## src/rtl/rv32i_types.sv

```systemverilog
// Shared RV32I type definitions used by the write-back stage.
package rv32i_types;

    typedef enum logic [2:0] {
        WB_ALU  = 3'd0,
        WB_BR   = 3'd1,
        WB_UIMM = 3'd2,
        WB_LOAD = 3'd3,
        WB_PC4  = 3'd4
    } wb_sel_t;

    typedef enum logic [2:0] {
        lb  = 3'd0,
        lh  = 3'd1,
        lw  = 3'd2,
        lbu = 3'd4,
        lhu = 3'd5
    } load_funct3_t;

    typedef enum logic [1:0] {
        EMPTY    = 2'd0,
        WAIT_MEM = 2'd1,
        COMMIT   = 2'd2
    } wb_state_t;

    localparam logic [31:0] PC_STEP = 32'd4;

    // Write-back source mux; reserved selects (5-7) commit zero.
    function automatic logic [31:0] wb_select(
        input logic [2:0]  sel,
        input logic [31:0] alu_out,
        input logic        br_en,
        input logic [31:0] u_imm,
        input logic [31:0] pc,
        input logic [31:0] load_value
    );
        logic [31:0] res;
        res = 32'd0;
        case (sel)
            WB_ALU:  res = alu_out;
            WB_BR:   res = {31'd0, br_en};
            WB_UIMM: res = u_imm;
            WB_LOAD: res = load_value;
            WB_PC4:  res = pc + PC_STEP;
            default: res = 32'd0;
        endcase
        return res;
    endfunction

endpackage

```

## src/rtl/load_formatter.sv

```systemverilog
// Aligns and sign/zero-extends a data-cache word for RV32I loads.
module load_formatter
    import rv32i_types::*;
(
    input  logic [2:0]  funct3,
    input  logic [1:0]  offset,
    input  logic [31:0] word,
    output logic [31:0] value
);

    logic [7:0]  byte_sel;
    logic [15:0] half_sel;

    // Byte picked by the full offset; halfword by offset[1] only (no misalignment trap).
    always_comb begin
        byte_sel = 8'd0;
        case (offset)
            2'd0: byte_sel = word[7:0];
            2'd1: byte_sel = word[15:8];
            2'd2: byte_sel = word[23:16];
            2'd3: byte_sel = word[31:24];
            default: byte_sel = 8'd0;
        endcase
        half_sel = offset[1] ? word[31:16] : word[15:0];
    end

    // Extension per load width; undefined funct3 encodings give zero.
    always_comb begin
        value = 32'd0;
        case (funct3)
            lb:      value = {{24{byte_sel[7]}}, byte_sel};
            lh:      value = {{16{half_sel[15]}}, half_sel};
            lw:      value = word;
            lbu:     value = {24'd0, byte_sel};
            lhu:     value = {16'd0, half_sel};
            default: value = 32'd0;
        endcase
    end

endmodule

```

## src/rtl/writeback_stage.sv

```systemverilog
// RV32I write-back stage: one-entry MEM/WB register, load completion and
// register-file write port, with forwarding copy and retire counter.
//
// state    | meaning
// EMPTY    | no entry held, ready for a new instruction
// WAIT_MEM | load held, waiting for dmem_resp
// COMMIT   | entry retiring this cycle (write port driven)
module writeback_stage
    import rv32i_types::*;
#(
    parameter int INSTRET_WIDTH = 64
) (
    input  logic                     clk,
    input  logic                     rst,
    input  logic                     mem_valid,
    output logic                     mem_ready,
    input  logic [4:0]               in_rd,
    input  logic                     in_load_regfile,
    input  logic [2:0]               in_wb_sel,
    input  logic [2:0]               in_funct3,
    input  logic [31:0]              in_alu_out,
    input  logic                     in_br_en,
    input  logic [31:0]              in_u_imm,
    input  logic [31:0]              in_pc,
    input  logic                     dmem_resp,
    input  logic [31:0]              dmem_rdata,
    output logic                     load_regfile,
    output logic [4:0]               rd,
    output logic [31:0]              regfilemux_out,
    output logic                     fwd_valid,
    output logic [4:0]               fwd_rd,
    output logic [31:0]              fwd_data,
    output logic [INSTRET_WIDTH-1:0] instret
);

    wb_state_t state_q, state_d;

    logic [4:0]  pend_rd;
    logic        pend_load_regfile;
    logic [2:0]  pend_funct3;
    logic [1:0]  pend_offset;

    logic        out_we;
    logic [4:0]  out_rd;
    logic [31:0] out_data;
    logic [INSTRET_WIDTH-1:0] instret_q;

    logic        transfer;
    logic        latch_pend;
    logic        commit_now;
    logic        commit_we;
    logic [4:0]  commit_rd;
    logic [31:0] commit_data;
    logic [31:0] load_value;

    load_formatter u_load_formatter (
        .funct3 (pend_funct3),
        .offset (pend_offset),
        .word   (dmem_rdata),
        .value  (load_value)
    );

    // State register.
    always_ff @(posedge clk or posedge rst) begin
        if (rst) begin
            state_q <= EMPTY;
        end else begin
            state_q <= state_d;
        end
    end

    // Next state, handshake and the value retired on the next edge.
    always_comb begin
        state_d     = state_q;
        mem_ready   = (state_q != WAIT_MEM);
        transfer    = mem_valid & mem_ready;
        latch_pend  = 1'b0;
        commit_now  = 1'b0;
        commit_we   = 1'b0;
        commit_rd   = pend_rd;
        commit_data = load_value;
        case (state_q)
            EMPTY, COMMIT: begin
                if (transfer) begin
                    latch_pend = 1'b1;
                    if (in_wb_sel == WB_LOAD) begin
                        state_d = WAIT_MEM;
                    end else begin
                        state_d     = COMMIT;
                        commit_now  = 1'b1;
                        commit_we   = in_load_regfile & (in_rd != 5'd0);
                        commit_rd   = in_rd;
                        commit_data = wb_select(in_wb_sel, in_alu_out, in_br_en,
                                                in_u_imm, in_pc, 32'd0);
                    end
                end else begin
                    state_d = EMPTY;
                end
            end
            WAIT_MEM: begin
                if (dmem_resp) begin
                    state_d     = COMMIT;
                    commit_now  = 1'b1;
                    commit_we   = pend_load_regfile & (pend_rd != 5'd0);
                    commit_rd   = pend_rd;
                    commit_data = load_value;
                end
            end
            default: state_d = EMPTY;
        endcase
    end

    // Pending entry fields needed to finish a load.
    always_ff @(posedge clk or posedge rst) begin
        if (rst) begin
            pend_rd           <= 5'd0;
            pend_load_regfile <= 1'b0;
            pend_funct3       <= 3'd0;
            pend_offset       <= 2'd0;
        end else if (latch_pend) begin
            pend_rd           <= in_rd;
            pend_load_regfile <= in_load_regfile;
            pend_funct3       <= in_funct3;
            pend_offset       <= in_alu_out[1:0];
        end
    end

    // Write port registers; rd/data hold their last value between commits.
    always_ff @(posedge clk or posedge rst) begin
        if (rst) begin
            out_we   <= 1'b0;
            out_rd   <= 5'd0;
            out_data <= 32'd0;
        end else if (commit_now) begin
            out_we   <= commit_we;
            out_rd   <= commit_rd;
            out_data <= commit_data;
        end else begin
            out_we   <= 1'b0;
        end
    end

    // Retire counter, visible during the commit cycle.
    always_ff @(posedge clk or posedge rst) begin
        if (rst) begin
            instret_q <= '0;
        end else if (commit_now) begin
            instret_q <= instret_q + {{(INSTRET_WIDTH-1){1'b0}}, 1'b1};
        end
    end

    assign load_regfile   = out_we;
    assign rd             = out_rd;
    assign regfilemux_out = out_data;
    assign fwd_valid      = (state_q == COMMIT) & out_we;
    assign fwd_rd         = out_rd;
    assign fwd_data       = out_data;
    assign instret        = instret_q;

endmodule

```

## config.mk

```make
export PLATFORM = sky130hd
export DESIGN_NAME = writeback_stage
export DESIGN_NICKNAME = d
export VERILOG_FILES = /design/src/rtl/rv32i_types.sv /design/src/rtl/load_formatter.sv /design/src/rtl/writeback_stage.sv
export SDC_FILE = /design/constraint.sdc
export NUM_CORES = 1
export LEC_CHECK = 0
export ABC_AREA = 1
export CORE_MARGIN = 2
export CORE_UTILIZATION = 42
export CTS_BUF_LIST = sky130_fd_sc_hd__clkbuf_4
export DETAILED_ROUTE_END_ITERATION = 8
export PLACE_DENSITY = 0.79
export SLEW_MARGIN = 20
export SYNTH_ARGS = -nofsm -noshare
export SYNTH_HDL_FRONTEND = slang
export SYNTH_SLANG_ARGS = --single-unit
```

## constraint.sdc

```tcl
create_clock -name clk -period 5.12 [get_ports clk]
set_input_delay 1.024 -clock clk [delete_from_list [all_inputs] [get_ports clk]]
set_output_delay 1.024 -clock clk [all_outputs]
set_load 0.005 [all_outputs]
```

==> impl_metrics.sql, run 1 <==
INSERT INTO impl_metrics (metric_group, metric, value, unit) VALUES
('cells_and_area', 'mostFrequentLayoutCell', 'nand2_1', ''),
('detailed_routing', 'wl_per_cell', '16.8', 'µm'),
('setup_path', 'required', '5.59', 'ns'),
('pwr', 'leakage_power', '5.07', 'nW'),
('sta', 'final.min_clock_period', '3.09', 'ns'),
('logic_synthesis', 'synth_compound_gate_area_share', '0.106', ''),
('sta', 'fin_crit_sh', '0.604', ''),
('clock_network', 'cts-root-buf', 'clkbuf_4', ''),
('sta', 'setup_violations', '0', ''),
('detailed_routing', 'first_pass_iteration_count_of_the_detailed_router', '6', ''),
('clock_network', 'cts.path.max_buffers', '2', ''),
('clock_network', 'cts_hold_buf', '0', ''),
('logic_synthesis', 'post_synth_mux_area_share', '0', ''),
('clock_network', 'cts_made_buffers', '17', ''),
('detailed_routing', 'final_antenna_net_count', '0', ''),
('place', 'post-dp-hpwl', '23.8', 'mm'),
('setup_path', 'endpoint_kind_of_the_worst_setup_timing_path', 'flip-flop', ''),
('logic_synthesis', 'post_synth_instance_area', '0.00835', 'mm²'),
('sta', 'fmax', '323', 'MHz'),
('logic_synthesis', 'synth_top_family_by_area', 'simple AND/OR/NAND/NOR gates', ''),
('die', 'die_height', '145', 'µm'),
('cells_and_area', 'finish.net_count', '1640', ''),
('clock_network', 'cts_tree', 'built', ''),
('place', 'port-buffer-count', '285', ''),
('logic_synthesis', 'synthDistinctLibCells', '43', ''),
('logic_synthesis', 'syn_inst', '1251', ''),
('global_route', 'grt_start_max_net_pins', '55', ''),
('cells_and_area', 'area.growth.synth_to_final', '36.4', '%'),
('sta', 'timing.setup.tns', '0', 'ns'),
('logic_synthesis', 'post_synth_fa_ha_maj_area_fraction', '0.00300', ''),
('die', 'num_rows', '51', ''),
('cells_and_area', 'fin_cells', '1770', ''),
('sta', 'timing.max_slew.rel_slack', '0.310', ''),
('sta', 'worst-slew-pin-transition', '1.03', 'ns'),
('detailed_routing', 'routed_wl', '29.7', 'mm'),
('die', 'design.core.area', '0.0195', 'mm²'),
('sta', 'drv_slew', '0', ''),
('die', 'initial_utilization', '0.429', ''),
('cells_and_area', 'final_cell_mix', '390 x nand2_1, 285 x clkdlybuf4s50_1, 148 x nor2_1, 130 x inv_1, 115 x dfrtp_1', ''),
('global_route', 'grt_first_pass_wirelength', '46.5', 'mm'),
('place', 'post_place_cells', '1739', ''),
('run', 'max_cap_viol_count', '0', ''),
('run_status', 'status', 'complete, no violations', ''),
('die', 'floorplan.io_pins', '286', ''),
('global_route', 'globalRoute.totalOverflow', '0', ''),
('sta', 'finalClockSkew', '0.0170', 'ns'),
('cells_and_area', 'post_route_cells_drive_above_1_share', '0.0525', ''),
('hold_path', 'timing.hold.worst.class', 'flip-flop to flip-flop', ''),
('logic_synthesis', 'synth_area_per_cell', '6.68', 'µm²'),
('clock_network', 'cts.sink_count', '115', ''),
('clock_network', 'postCtsSetupBuffers', '0', ''),
('pwr', 'irDropWorstVdd', '0.151', 'mV'),
('pwr', 'design_power', '0.00256', 'W'),
('sta', 'grt_setup_unrepaired', 'no', ''),
('global_route', 'groute.usage.overall', '0.277', ''),
('detailed_routing', 'vias', '9116', ''),
('setup_path', 'arrival', '3.56', 'ns'),
('pwr', 'power_per_cell_area', '225', 'mW/mm²'),
('logic_synthesis', 'synthSimpleGateAreaFrac', '0.372', ''),
('die', 'die_w', '145', 'µm'),
('setup_path', 'critPathMaxFanout', '45', ''),
('detailed_routing', 'post_drt_via_cell_ratio', '5.15', ''),
('place', 'gp_routability_congestion', '0.965', ''),
('die', 'fp.dieArea', '0.0210', 'mm²'),
('logic_synthesis', 'postSynthNetCount', '1398', ''),
('clock_network', 'postCtsResizedCells', '0', ''),
('global_route', 'first_global_vias', '8498', ''),
('logic_synthesis', 'ys_seq_area_frac', '0.344', ''),
('clock_network', 'clk_transition_reported_paths', '0.10', 'ns'),
('setup_path', 'worst_setup_start_kind', 'primary input', ''),
('logic_synthesis', 'ys_ff_latch', '115', ''),
('setup_path', 'worst-setup-path-type', 'primary input to flip-flop', ''),
('sta', 'finalHoldViolCount', '0', ''),
('detailed_routing', 'initialDrtViolationCount', '951', ''),
('detailed_routing', 'detail_route.drc_violations', '0', ''),
('logic_synthesis', 'xor_xnor_share_of_the_synthesized_area', '0.0587', ''),
('clock_network', 'insertion_delay', '0.54', 'ns'),
('clock_network', 'htreeDepth', '4', ''),
('logic_synthesis', 'yosysWarningCount', '0', ''),
('global_route', 'initial_antenna_violation_count', '0', '');
[layer usage]
| metal | vias to the layer above | track usage | wire, µm |
|---|---|---|---|
| met4 | 0 | 0.0653 | 566 |
| met1 | 4255 | 0.377 | 13000 |
| met5 | - | 0 | 0 |
| met3 | 46 | 0.0396 | 1890 |
| li1 | 4433 | - | - |
| met2 | 382 | 0.467 | 14200 |
[kinds of logic after synthesis]
kind of cell	count (synthesis)
XOR/XNOR	56
adder cells (fa/ha/maj)	2
AND/OR/NAND/NOR	717
AO/OA/AOI/OAI	154
buffers and inverters	207
flip-flops	115
[registers in the layout, summed over array words and instances (netlist names)]
| name | cells |
|---|---|
| fwd_data | 32 |
| pend_offset | 2 |
| pend_funct3 | 3 |
| pend_rd | 5 |
| load_regfile | 1 |
| state_q | 2 |
| fwd_rd | 5 |
| instret | 64 |
| pend_load_regfile | 1 |
[worst max-delay path, stage by stage]
cell and delay [ns]:
clkdlybuf4s50_1 0.64, nand3_2 0.19, nand2_4 0.19, nand2_8 0.21
inv_2 0.59, buf_4 0.40, a21oi_1 0.10, a21oi_1 0.18
[path summary, 6_finish.rpt]
check                                from           end  slack [ns]  cells past startpoint
setup / recovery             in_wb_sel[0]  fwd_data[23]        2.03                      8
max in group asynchronous             rst   instret[55]        3.29                      3
hold reg to reg               instret[57]   instret[57]        0.50                      1
setup reg to reg           pend_offset[1]  fwd_data[28]        2.35                      7
hold / removal                instret[57]   instret[57]        0.50                      1
min in group asynchronous             rst   fwd_data[3]        0.95                      2
[power by group]
part,switching (W),internal (W)
Combinational,0.000373,0.000436
Sequential,0.000127,0.000998
Clock,0.000332,0.000297
Total,0.000832,0.00173
[area by class of cell]
cell class | instances | area, µm²
fill | 1866 | 8060
tap | 265 | 332
clock inverter | 9 | 90.1
multi-input combinational | 929 | 4520
sequential | 115 | 2880
clock buffer | 21 | 158
timing repair buffer | 291 | 2900
inverter | 139 | 524
antenna | 1 | 2.50
[Yosys cell counts, drive strengths merged]
cell	count	share of area
clkbuf	8	0.0036
buf	60	0.050
nor3	20	0.015
o32ai	1	0.0010
inv	135	0.061
o22ai	3	0.0022
o221ai	2	0.0021
nand2	398	0.18
nand3b	5	0.0045
dfrtp	115	0.34
nor4	3	0.0030
clkinv	4	0.0018
and2	1	0.00075
nand3	104	0.064
nor2	168	0.087
or2	5	0.0037
and3	1	0.00075
o21bai	4	0.0036
xnor2	29	0.030
nand4	12	0.0097
a21oi	58	0.035
a22o	17	0.018
o21ai	59	0.035
xor2	27	0.028
ha	2	0.0030
o211ai	7	0.0063
a31oi	3	0.0022
[stage by stage]
step	utilization	worst slack [ns]	cell area, µm²	hold slack (ns)
global placement	0.573	1.58	11100	0.481
finish	0.586	2.03	11400	0.501
detailed placement	0.573	1.53	11100	0.492
global route	0.586	1.90	11400	0.524
floorplan	-	1.05	8350	0.475
CTS	0.586	2.09	11400	0.510
No activity file was read; power rests on OpenSTA's default activity.
==> run 2, diff against run 1 <==
==> constraint.sdc (replaced) <==
create_clock -name clk -period 3.02 [get_ports clk]
set_input_delay 0.604 -clock clk [delete_from_list [all_inputs] [get_ports clk]]
set_output_delay 0.604 -clock clk [all_outputs]
set_load 0.005 [all_outputs]
==> impl_metrics.sql, run 2 (synthesis gave the netlist of run 1 again) <==
INSERT INTO impl_metrics (metric_group, metric, value, unit) VALUES
('run_status', 'status', 'complete, no violations', ''),
('pwr', 'design_power', '0.00439', 'W'),
('sta', 'grt_setup_unrepaired', 'no', ''),
('cells_and_area', 'post_route_cells_drive_above_1_share', '0.0588', ''),
('pwr', 'total_switching_power', '0.00145', 'W'),
('die', 'floorplan.io_pins', '286', ''),
('clock_network', 'cts_tree', 'built', ''),
('cells_and_area', 'ff_latch_area', '0.00288', 'mm²'),
('die', 'initial_utilization', '0.429', ''),
('sta', 'setup_violations', '0', ''),
('setup_path', 'worst_setup_start_kind', 'flip-flop', ''),
('pwr', 'seqPwrFrac', '0.431', ''),
('run', 'max_cap_viol_count', '0', ''),
('cells_and_area', 'mostFrequentLayoutCell', 'nand2_1', ''),
('setup_path', 'required', '2.42', 'ns'),
('pwr', 'power.share.switching', '0.331', ''),
('detailed_routing', 'first_pass_iteration_count_of_the_detailed_router', '7', ''),
('place', 'post-dp-hpwl', '24.1', 'mm'),
('clock_network', 'cts-root-buf', 'clkbuf_4', ''),
('cells_and_area', 'finish.net_count', '1648', ''),
('die', 'die_height', '145', 'µm'),
('clock_network', 'cts.sink_count', '115', ''),
('clock_network', 'postCtsResizedCells', '0', ''),
('global_route', 'first_global_vias', '8781', ''),
('clock_network', 'htreeDepth', '4', ''),
('cells_and_area', 'final_cell_mix', '390 x nand2_1, 285 x clkdlybuf4s50_1, 148 x nor2_1, 130 x inv_1, 115 x dfrtp_1', ''),
('sta', 'finalHoldViolCount', '0', ''),
('global_route', 'globalRoute.totalOverflow', '0', ''),
('detailed_routing', 'wl_per_cell', '16.7', 'µm'),
('detailed_routing', 'initialDrtViolationCount', '718', ''),
('detailed_routing', 'final_antenna_net_count', '0', ''),
('place', 'port-buffer-count', '285', ''),
('global_route', 'groute.usage.overall', '0.282', ''),
('die', 'fp.dieArea', '0.0210', 'mm²'),
('clock_network', 'cts.path.max_buffers', '2', ''),
('pwr', 'power_per_cell_area', '380', 'mW/mm²'),
('clock_network', 'insertion_delay', '0.56', 'ns'),
('place', 'gp_routability_congestion', '0.957', ''),
('setup_path', 'critPathMaxFanout', '3', ''),
('place', 'placed_cell_area', '0.0113', 'mm²'),
('clock_network', 'clk_transition_reported_paths', '0.12', 'ns'),
('sta', 'finalClockSkew', '0.0206', 'ns'),
('detailed_routing', 'routed_wl', '29.7', 'mm'),
('pwr', 'p_int', '0.00293', 'W'),
('sta', 'fin_worst_hold_slack', '0.502', 'ns'),
('hold_path', 'timing.hold.worst.class', 'primary input to async pin', ''),
('cells_and_area', 'design_area', '0.0115', 'mm²'),
('sta', 'fmax', '428', 'MHz'),
('sta', 'final.min_clock_period', '2.34', 'ns'),
('die', 'num_rows', '51', ''),
('clock_network', 'cts_hold_buf', '0', ''),
('pwr', 'leakage_power', '5.13', 'nW'),
('cells_and_area', 'multi_input_comb_area', '0.00452', 'mm²'),
('sta', 'worst-slew-pin-transition', '0.716', 'ns'),
('pwr', 'power.share.combinational', '0.320', ''),
('pwr', 'irDropWorstVdd', '0.243', 'mV'),
('sta', 'timing.max_slew.rel_slack', '0.522', ''),
('clock_network', 'postCtsSetupBuffers', '0', ''),
('clock_network', 'cts_made_buffers', '17', ''),
('die', 'design.core.area', '0.0195', 'mm²'),
('detailed_routing', 'detail_route.drc_violations', '0', ''),
('setup_path', 'endpoint_kind_of_the_worst_setup_timing_path', 'output port', ''),
('pwr', 'power_frac_clock', '0.249', ''),
('global_route', 'grt_start_max_net_pins', '49', ''),
('cells_and_area', 'final.fill_count', '1868', ''),
('die', 'die_w', '145', 'µm'),
('setup_path', 'arrival', '1.73', 'ns'),
('setup_path', 'worst-setup-path-type', 'flip-flop to output port', ''),
('cells_and_area', 'area.growth.synth_to_final', '38.1', '%'),
('cells_and_area', 'max_ffs_per_register', '64', ''),
('sta', 'drv_slew', '0', ''),
('sta', 'timing.setup.tns', '0', 'ns'),
('detailed_routing', 'vias', '9127', ''),
('global_route', 'grt_first_pass_wirelength', '47.2', 'mm'),
('sta', 'fin_crit_sh', '0.774', ''),
('detailed_routing', 'post_drt_via_cell_ratio', '5.12', ''),
('global_route', 'initial_antenna_violation_count', '2', '');
run 2: cell types whose count changed in the layout (fill, tap and decap cells not counted):
cell / before / now
clkinvlp_4: 0 / 3
clkbuf_4: 21 / 18
diode_2: 1 / 3
buf_12: 0 / 5
clkinv_2: 3 / 6
buf_4: 6 / 9
inv_4: 1 / 0
run 2: per-stage QoR:
stage,instances,setup slack (ns),util
4_1_cts,1779,0.643,0.592
3_5_place_dp,1747,0.245,0.579
6_report,1782,0.682,0.593
5_1_grt,1781,0.556,0.593
2_1_floorplan,1251,1.02,-
3_3_place_gp,1747,0.310,0.579
run 2: layout make-up:
| type | instances | share of cell area |
|---|---|---|
| clock inverters | 14 | 0.0104 |
| inverters | 139 | 0.0456 |
| diodes | 3 | 0.000651 |
| repair buffers | 299 | 0.262 |
| well taps | 265 | 0.0287 |
| clock buffers | 18 | 0.0117 |
| flip-flops and latches | 115 | 0.249 |
| multi-input cells | 929 | 0.392 |
run 2: worst paths after layout:
path / startpoint / to / slack, ns / cells past startpoint
worst min register to register: instret[60] / instret[60] / 0.51 / 1
worst max-delay path: state_q[0] / mem_ready / 0.68 / 4
worst max register to register: instret[0] / instret[62] / 0.98 / 10
max in group asynchronous: rst / instret[25] / 1.83 / 3
min in group clk: instret[60] / instret[60] / 0.51 / 1
worst min-delay path: rst / fwd_data[15] / 0.50 / 2
run 2: power groups by stage:
stage	combinational [W]	clock (W)	sequential (W)
detailed placement	0.00140	0	0.00192
floorplan	0.000676	0	0.00186
global route	0.00153	0.00119	0.00191
CTS	0.00140	0.00111	0.00189
global placement	0.00138	0	0.00192
finish	0.00140	0.00109	0.00189
run 2: metal layers:
| layer | part of all wire | wire (µm) | GRT usage |
|---|---|---|---|
| met3 | 0.064 | 1900 | 0.0437 |
| met1 | 0.44 | 13100 | 0.388 |
| met2 | 0.48 | 14200 | 0.467 |
| met4 | 0.018 | 536 | 0.0728 |
| met5 | 0 | 0 | 0 |
run 2: worst max-delay path, cell delays in order (launching register included):
cell	delay [ns]
dfrtp_1	0.44
inv_1	0.12
nor2_4	0.05
inv_1	0.07
clkdlybuf4s50_1	0.51
==> run 3, diff against run 2 <==
==> constraint.sdc (replaced) <==
create_clock -name clk -period 2.4 [get_ports clk]
set_input_delay 0.48 -clock clk [delete_from_list [all_inputs] [get_ports clk]]
set_output_delay 0.48 -clock clk [all_outputs]
set_load 0.005 [all_outputs]
==> impl_metrics.sql, run 3 (synthesis gave the netlist of run 1 again) <==
INSERT INTO impl_metrics (metric_group, metric, value, unit) VALUES
('run_status', 'status', 'complete, no violations', ''),
('clock_network', 'cts-root-buf', 'clkbuf_4', ''),
('clock_network', 'htreeDepth', '4', ''),
('detailed_routing', 'vias', '9127', ''),
('clock_network', 'postCtsResizedCells', '0', ''),
('cells_and_area', 'max_ffs_per_register', '64', ''),
('clock_network', 'cts_tree', 'built', ''),
('die', 'floorplan.io_pins', '286', ''),
('die', 'num_rows', '51', ''),
('pwr', 'power.share.switching', '0.333', ''),
('pwr', 'leakage_power', '5.25', 'nW'),
('cells_and_area', 'finish.net_count', '1671', ''),
('sta', 'finalClockSkew', '0.0137', 'ns'),
('clock_network', 'cts_hold_buf', '0', ''),
('clock_network', 'cts.sink_count', '115', ''),
('setup_path', 'worst-r2r-cell-count', '7', ''),
('cells_and_area', 'final.fill_count', '1852', ''),
('die', 'die_height', '145', 'µm'),
('sta', 'setup_violations', '0', ''),
('place', 'port-buffer-count', '285', ''),
('place', 'post_place_cells', '1770', ''),
('clock_network', 'clk_transition_reported_paths', '0.11', 'ns'),
('place', 'dp_worst_setup_slack', '0.0119', 'ns'),
('sta', 'timing.setup.tns', '0', 'ns'),
('sta', 'final.min_clock_period', '2.24', 'ns'),
('sta', 'finalHoldViolCount', '0', ''),
('pwr', 'p_int', '0.00366', 'W'),
('cells_and_area', 'mostFrequentLayoutCell', 'nand2_1', ''),
('setup_path', 'required', '1.92', 'ns'),
('pwr', 'design_power', '0.00548', 'W'),
('cells_and_area', 'area.growth.synth_to_final', '40.8', '%'),
('pwr', 'power.share.combinational', '0.331', ''),
('clock_network', 'cts.path.max_buffers', '2', ''),
('global_route', 'initial_antenna_violation_count', '4', ''),
('setup_path', 'crit_start', 'state_q[0]', ''),
('sta', 'fmax', '447', 'MHz'),
('global_route', 'grt_first_pass_wirelength', '46.8', 'mm'),
('setup_path', 'worst-setup-path-type', 'flip-flop to output port', ''),
('cells_and_area', 'post_route_cells_drive_above_1_share', '0.0742', ''),
('detailed_routing', 'routed_wl', '29.5', 'mm'),
('sta', 'timing.max_slew.rel_slack', '0.646', ''),
('detailed_routing', 'final_antenna_net_count', '0', ''),
('global_route', 'first_global_vias', '8608', ''),
('clock_network', 'postCtsSetupBuffers', '0', ''),
('detailed_routing', 'wl_per_cell', '16.3', 'µm'),
('place', 'gp_routability_congestion', '0.942', ''),
('pwr', 'irDropWorstVdd', '0.330', 'mV'),
('setup_path', 'worst_setup_start_kind', 'flip-flop', ''),
('die', 'fp.dieArea', '0.0210', 'mm²'),
('pwr', 'power_frac_clock', '0.237', ''),
('setup_path', 'reg2reg_setup_slack', '0.34', 'ns'),
('detailed_routing', 'initialDrtViolationCount', '813', ''),
('cells_and_area', 'fin_cells', '1807', ''),
('setup_path', 'setup.worst_path.end', 'mem_ready', ''),
('sta', 'timing.final.ws_setup', '0.164', 'ns'),
('sta', 'fin_crit_sh', '0.932', ''),
('clock_network', 'cts_made_buffers', '17', ''),
('detailed_routing', 'post_drt_via_cell_ratio', '5.05', ''),
('run', 'max_cap_viol_count', '0', ''),
('sta', 'grt_setup_unrepaired', 'no', ''),
('sta', 'fin_worst_hold_slack', '0.305', 'ns'),
('global_route', 'groute.usage.overall', '0.281', ''),
('global_route', 'globalRoute.totalOverflow', '0', ''),
('hold_path', 'timing.hold.worst.class', 'primary input to async pin', ''),
('die', 'initial_utilization', '0.429', ''),
('setup_path', 'r2r-end', 'fwd_data[27]', ''),
('pwr', 'total_switching_power', '0.00182', 'W'),
('setup_path', 'endpoint_kind_of_the_worst_setup_timing_path', 'output port', ''),
('clock_network', 'insertion_delay', '0.55', 'ns'),
('setup_path', 'r2r-start', 'pend_funct3[1]', ''),
('pwr', 'power_per_cell_area', '466', 'mW/mm²'),
('global_route', 'grt_start_max_net_pins', '49', ''),
('sta', 'worst-slew-pin-transition', '0.527', 'ns'),
('place', 'post-dp-hpwl', '23.9', 'mm'),
('cells_and_area', 'final_cell_mix', '390 x nand2_1, 285 x clkdlybuf4s50_1, 148 x nor2_1, 130 x inv_1, 115 x dfrtp_1', ''),
('detailed_routing', 'first_pass_iteration_count_of_the_detailed_router', '5', ''),
('pwr', 'seqPwrFrac', '0.432', ''),
('sta', 'drv_slew', '0', ''),
('setup_path', 'arrival', '1.76', 'ns'),
('detailed_routing', 'detail_route.drc_violations', '0', ''),
('die', 'design.core.area', '0.0195', 'mm²'),
('setup_path', 'critPathMaxFanout', '3', ''),
('die', 'die_w', '145', 'µm');
[run 3: changes by cell type in the layout (fill, tap and decap cells not counted), sizes merged]
cell / change
buf: +23
clkinv: -1
bufinv: -1
diode: +2
clkbuf: +2
[run 3: worst min-delay path by stage]
stage / start / to / depth (start not counted)
final: rst / fwd_data[30] / 2
after global routing: rst / instret[18] / 2
after CTS: rst / fwd_data[30] / 2
after detailed placement: instret[57] / instret[57] / 1
after global placement: instret[62] / instret[62] / 2
after floorplan: pend_rd[2] / pend_rd[2] / 2
[run 3: final cells by class]
type | instances | area [µm²] | area share
Clock inverter | 12 | 91.3 | 0.00777
Tap cell | 265 | 332 | 0.0282
Sequential cell | 115 | 2880 | 0.245
Antenna cell | 5 | 12.5 | 0.00106
Inverter | 139 | 526 | 0.0447
Multi-Input combinational cell | 929 | 4520 | 0.384
Timing Repair Buffer | 322 | 3260 | 0.277
Clock buffer | 20 | 150 | 0.0128
[run 3: critical path: stages, from the launching register on]
cell and delay [ns]:
dfrtp_1 0.45, inv_1 0.12, nor2_4 0.05, inv_1 0.08, clkdlybuf4s50_1 0.51
[run 3: power groups by stage]
stage,Clock [W],Combinational (W),Sequential [W]
after detailed placement,0,0.00181,0.00240
after CTS,0.00132,0.00182,0.00237
after global routing,0.00143,0.00198,0.00239
after global placement,0,0.00179,0.00240
after floorplan,0,0.000850,0.00235
final,0.00130,0.00182,0.00237
[run 3: per-stage QoR]
step	utilization	area, µm²
2_1_floorplan	-	8360
6_report	0.604	11800
3_5_place_dp	0.591	11500
5_1_grt	0.604	11800
3_3_place_gp	0.591	11500
4_1_cts	0.604	11700
[run 3: layer usage]
metal,share of wire,vias up,global-route usage
met5,0,-,0
met4,0.018,0,0.0837
met3,0.066,34,0.0491
met2,0.47,350,0.448
met1,0.44,4231,0.390
li1,-,4512,-
